[config.mk]
export PLATFORM = sky130hd
export DESIGN_NAME = mem_load_unit
export DESIGN_NICKNAME = d
export VERILOG_FILES = /design/src/rtl/mem_load_unit_pkg.sv /design/src/rtl/load_align_ext.sv /design/src/rtl/mem_load_unit.sv
export SDC_FILE = /design/constraint.sdc
export NUM_CORES = 1
export LEC_CHECK = 0
export ABC_AREA = 1
export BUFFER_PORTS_ARGS = -buffer_cell sky130_fd_sc_hd__buf_2
export CORE_AREA = 2 2 130 132
export DETAILED_ROUTE_END_ITERATION = 10
export DIE_AREA = 0 0 132 134
export GPL_TIMING_DRIVEN = 0
export PLACE_DENSITY = 0.91
export SYNTH_ARGS = -nofsm -noshare
export SYNTH_HDL_FRONTEND = slang
export SYNTH_SLANG_ARGS = --single-unit
[constraint.sdc]
create_clock -name clk -period 4.8 [get_ports clk]
set_input_delay 0.48 -clock clk [delete_from_list [all_inputs] [get_ports clk]]
set_output_delay 0.48 -clock clk [all_outputs]
set_load 0.02 [all_outputs]
[src/rtl/mem_load_unit_pkg.sv]
// rtl/mem_load_unit_pkg.sv - widths, load size codes and FSM states shared by the load unit
package mem_load_unit_pkg;

    localparam int XLEN    = 64;
    localparam int RADDR_W = 5;

    typedef enum logic [1:0] {
        LD_B = 2'd0,
        LD_H = 2'd1,
        LD_W = 2'd2,
        LD_D = 2'd3
    } ld_size_e;

    typedef enum logic [2:0] {
        ST_IDLE  = 3'd0,
        ST_REQ   = 3'd1,
        ST_WAIT  = 3'd2,
        ST_DONE  = 3'd3,
        ST_DRAIN = 3'd4
    } ld_state_e;

    // Natural alignment: the byte offset must be a multiple of the access size.
    function automatic logic is_misaligned(input logic [2:0] off, input logic [1:0] size);
        logic mis;
        case (size)
            LD_H:    mis = off[0];
            LD_W:    mis = |off[1:0];
            LD_D:    mis = |off;
            default: mis = 1'b0;
        endcase
        return mis;
    endfunction

endpackage

[src/rtl/load_align_ext.sv]
// rtl/load_align_ext.sv - shifts the addressed bytes of a doubleword down and sign/zero extends them
module load_align_ext
    import mem_load_unit_pkg::*;
(
    input  logic [XLEN-1:0] resp_data,
    input  logic [2:0]      off,
    input  logic [1:0]      size,
    input  logic            is_unsigned,
    output logic [XLEN-1:0] data
);

    logic [XLEN-1:0] raw;

    always_comb begin
        raw  = resp_data >> {off, 3'b000};
        data = raw;
        case (size)
            LD_B:    data = {{(XLEN-8){~is_unsigned & raw[7]}},   raw[7:0]};
            LD_H:    data = {{(XLEN-16){~is_unsigned & raw[15]}}, raw[15:0]};
            LD_W:    data = {{(XLEN-32){~is_unsigned & raw[31]}}, raw[31:0]};
            default: data = raw;
        endcase
    end

endmodule

[src/rtl/mem_load_unit.sv]
// rtl/mem_load_unit.sv - single-outstanding data-memory load unit between EX and wb_stage
module mem_load_unit
    import mem_load_unit_pkg::*;
(
    input  logic               clk,
    input  logic               rst_n,
    input  logic               flush,
    input  logic               ld_valid,
    output logic               ld_ready,
    input  logic [XLEN-1:0]    ld_addr,
    input  logic [1:0]         ld_size,
    input  logic               ld_unsigned,
    input  logic [RADDR_W-1:0] ld_rd,
    output logic               dmem_req_valid,
    input  logic               dmem_req_ready,
    output logic [XLEN-1:0]    dmem_req_addr,
    input  logic               dmem_resp_valid,
    input  logic [XLEN-1:0]    dmem_resp_data,
    output logic               wb_valid,
    output logic               wb_wen,
    output logic [RADDR_W-1:0] wb_rd,
    output logic [XLEN-1:0]    wb_data,
    output logic               ld_misalign
);

    ld_state_e          state_q, state_d;
    logic [XLEN-1:0]    addr_q, addr_d;
    logic [1:0]         size_q, size_d;
    logic               unsigned_q, unsigned_d;
    logic [RADDR_W-1:0] rd_q, rd_d;
    logic [XLEN-1:0]    wb_data_q, wb_data_d;
    logic               misalign_q, misalign_d;
    logic [XLEN-1:0]    ext_data;

    load_align_ext u_align_ext (
        .resp_data   (dmem_resp_data),
        .off         (addr_q[2:0]),
        .size        (size_q),
        .is_unsigned (unsigned_q),
        .data        (ext_data)
    );

    always_comb begin
        state_d        = state_q;
        addr_d         = addr_q;
        size_d         = size_q;
        unsigned_d     = unsigned_q;
        rd_d           = rd_q;
        wb_data_d      = wb_data_q;
        misalign_d     = 1'b0;
        ld_ready       = 1'b0;
        dmem_req_valid = 1'b0;
        wb_valid       = 1'b0;

        case (state_q)
            ST_IDLE: begin
                ld_ready = 1'b1;
                if (ld_valid && !flush) begin
                    addr_d     = ld_addr;
                    size_d     = ld_size;
                    unsigned_d = ld_unsigned;
                    rd_d       = ld_rd;
                    if (is_misaligned(ld_addr[2:0], ld_size)) begin
                        misalign_d = 1'b1;
                    end else begin
                        state_d = ST_REQ;
                    end
                end
            end
            ST_REQ: begin
                // A flush here must never let the request reach memory.
                if (flush) begin
                    state_d = ST_IDLE;
                end else begin
                    dmem_req_valid = 1'b1;
                    if (dmem_req_ready) begin
                        state_d = ST_WAIT;
                    end
                end
            end
            ST_WAIT: begin
                if (dmem_resp_valid) begin
                    if (flush) begin
                        state_d = ST_IDLE;
                    end else begin
                        wb_data_d = ext_data;
                        state_d   = ST_DONE;
                    end
                end else if (flush) begin
                    state_d = ST_DRAIN;
                end
            end
            ST_DRAIN: begin
                // The read is already in flight; swallow its response before taking new work.
                if (dmem_resp_valid) begin
                    state_d = ST_IDLE;
                end
            end
            ST_DONE: begin
                wb_valid = !flush;
                state_d  = ST_IDLE;
            end
            default: state_d = ST_IDLE;
        endcase
    end

    always_ff @(posedge clk or negedge rst_n) begin
        if (!rst_n) begin
            state_q    <= ST_IDLE;
            addr_q     <= '0;
            size_q     <= '0;
            unsigned_q <= 1'b0;
            rd_q       <= '0;
            wb_data_q  <= '0;
            misalign_q <= 1'b0;
        end else begin
            state_q    <= state_d;
            addr_q     <= addr_d;
            size_q     <= size_d;
            unsigned_q <= unsigned_d;
            rd_q       <= rd_d;
            wb_data_q  <= wb_data_d;
            misalign_q <= misalign_d;
        end
    end

    assign dmem_req_addr = {addr_q[XLEN-1:3], 3'b000};
    assign wb_wen        = wb_valid && (rd_q != '0);
    assign wb_rd         = rd_q;
    assign wb_data       = wb_data_q;
    assign ld_misalign   = misalign_q;

endmodule

==> run summary <==
port buffer count = 276
CP endpoint = wb_wen
WL met1 = 10900 um
Crit path top cell by count = inv_1
sequential share of the synthesized area = 43.9%
Max Freq = 0.418 GHz
cell accounting for the most synthesized area = dfrtp_1
Slew headroom = 50.9%
Syn Inst Count = 968
status = finished clean
share of the synthesized area in the top cell type = 43.9%
post-cts resize count = 0
largest net degree at the start of global routing = 95
CTS sink cnt = 140
H-Tree Depth = 4
Horiz. Die Dim = 132 um
post-synthesis cell type count = 35
sw power = 3.56 mW
first-pass GRT wire length = 41400 um
fin worst setup slack = 2410 ps
Worst VDD drop = 0.000405 V
final setup TNS = 0 ps
initial cell density of the core = 48.9%
Final min period = 2390 ps
Reg power frac = 27.2%
DRC = 0
vias in the first global route = 7778
deepest clock path buffer count = 2
Slew @ Worst Pin = 736 ps
metal3 WL = 2080 um
Place WS = 2740 ps
number of inserted diodes = 0
drt pass-1 iters = 6
Hold Crit Class = in2reg
row count = 47
WHS = 287 ps
critical path class = reg2out
combinational power share = 56.1%
Post-Place Cells = 1467
clk_lat worst skew = 420 ps
CP startpoint kind = flop
num ports = 280
number of DRC markers in iteration 0 = 634
depth of the worst register-to-register path = 7
Async SR Flop Fraction = 100%
net switching fraction of the power = 46.0%
Fin. Hold Viols = 0
crit path DAT = 1910 ps
clock share of power = 16.7%
commonest non-fill, non-tap cells in the layout = buf_2 (306), nand2_1 (233), dfrtp_1 (140), nor2_1 (133), nand3_1 (93)
Vias = 7938
Setup Viol. Count Final = 0
Mapped Avg Cell Area = 8.24 um2
Req. time, crit path = 4320 ps
Critical Path Max Stage Delay = 550 ps
Reg2Reg Capture Point = wb_data[58]
GRT overflow = 0
CTS root buf = clkbuf_16
Int Pwr = 4.17 mW
crit path max-delay cell type = nor4_1
dominant cells by area after synthesis = dfrtp_1 (44%), nand2_1 (11%), mux2_2 (8.2%), buf_4 (6.8%), nor2_1 (6.3%)
initial antenna violation count = 0
CTS tree = done
flops & latches, synth = 140
Worst-path clk slew = 70 ps
final WL = 26900 um
max-cap violation count = 0
Crit. End Element = output pin
PwrDens = 754 nW/um2
Syn Std Cell Area = 7970 um2
die area = 17700 um2
Tot Pwr = 7.73 mW
met2 WL = 13000 um
CP startpoint = state_q[0]
fin crit share = 49.8%
Leak = 5.35 nW
Yosys Warn Count = 0
CTS buffer count = 17
Max FO, Critical Path = 3
Layout Cells excl Fill = 1500
Final nets = 1409
RSZ-0062 raised after global routing = no
max-slew violation count = 0
R2R Setup Slk = 2700 ps
drt wl/cell = 17.9 um
EDFF count, synth = 0
layout cells sized above 1 = 41.1%
Die Ht = 134 um
ys flop type = dfrtp_1
Setup Skew = 12.8 ps
placer congestion estimate = 0.993
hpwl dp = 21200 um
# Post-CTS Setup Buffers = 0
max layer used = met4
DR vias/cell = 5.29
Post-DRT Antenna Nets = 0
core area = 16300 um2
Critical R2R Launch = state_q[0]
gr usage total = 30.3%
commonest non-fill, non-tap cell in the layout = buf_2
Post-CTS Hold Buffers = 1
crit-path cells = inv_1 -> nor4_1 -> o21ai_0 -> inv_1 -> buf_2
min-delay src = ld_addr[58]
Layout area overhead = 28.6%
==> registers in the layout, summed over array words and instances, names as in the netlist <==
| register | flops |
|---|---|
| addr_q | 64 |
| unsigned_q | 1 |
| state_q | 3 |
| size_q | 2 |
| wb_rd | 5 |
| wb_data | 64 |
| ld_misalign | 1 |
==> Yosys cell counts (7+ instances only) <==
library cell,n
nand2_1,233
dfrtp_1,140
nor2_1,133
nand3_1,93
buf_4,72
o21ai_0,62
mux2_2,58
buf_2,31
a21oi_1,22
nor2_2,21
inv_1,18
a31oi_1,15
clkbuf_1,12
mux2_4,9
buf_6,7
==> cells by family after synthesis <==
family                 after synthesis  share of synthesized area [%]
other                                1                         0.0470
AOI/OAI and AO/OA                  107                           7.16
DFF                                140                           43.9
buffers and inverters              148                           11.6
and+or+nand+nor                    505                           27.4
muxes                               67                           9.89
==> final cells by class <==
class	instances	area, um2
multi-input combinational	682	3550
inverter	23	91.3
sequential	140	3500
buffer	125	831
timing repair buffer	278	1430
fill	1460	6040
clock inverter	13	130
tap	220	275
clock buffer	19	443
==> per-stage QoR <==
stage | util (%) | area [um2]
floorplan | - | 7980
global placement | 59.2 | 9640
detailed placement | 59.4 | 9670
CTS | 62.9 | 10300
global route | 62.9 | 10300
finish | 62.9 | 10300
==> worst min-delay path by stage <==
stage	end	cells after the start	slack, ps
4_1_cts	addr_q[24]	2	280
5_1_grt	addr_q[24]	2	280
2_1_floorplan	addr_q[0]	0	180
3_5_place_dp	addr_q[40]	1	440
3_3_place_gp	wb_data[0]	2	460
6_report	addr_q[58]	2	290
==> per-layer routing <==
layer  vias to the layer above  track usage [%]
met3                        61             6.35
li1                       3697                -
met4                         0             11.6
met2                       364             50.8
met5                         -                0
met1                      3816             38.7
==> worst max-delay path, delay by kind of cell (launching register included) <==
kind / cells / cell delay [ps]
flip-flops: 1 / 410
AND/OR/NAND/NOR: 1 / 550
AO/OA/AOI/OAI: 1 / 180
buffers and inverters: 3 / 350
==> power by group through the flow <==
| stage | registers [mW] | clock network (mW) | logic (mW) |
|---|---|---|---|
| 4_1_cts | 2.10 | 1.30 | 4.29 |
| 2_1_floorplan | 2.37 | 0 | 2.62 |
| 3_5_place_dp | 2.11 | 0 | 4.27 |
| 3_3_place_gp | 2.06 | 0 | 4.19 |
| 5_1_grt | 2.17 | 1.36 | 4.64 |
| 6_report | 2.11 | 1.29 | 4.33 |
No activity file was read; power rests on OpenSTA's default activity.
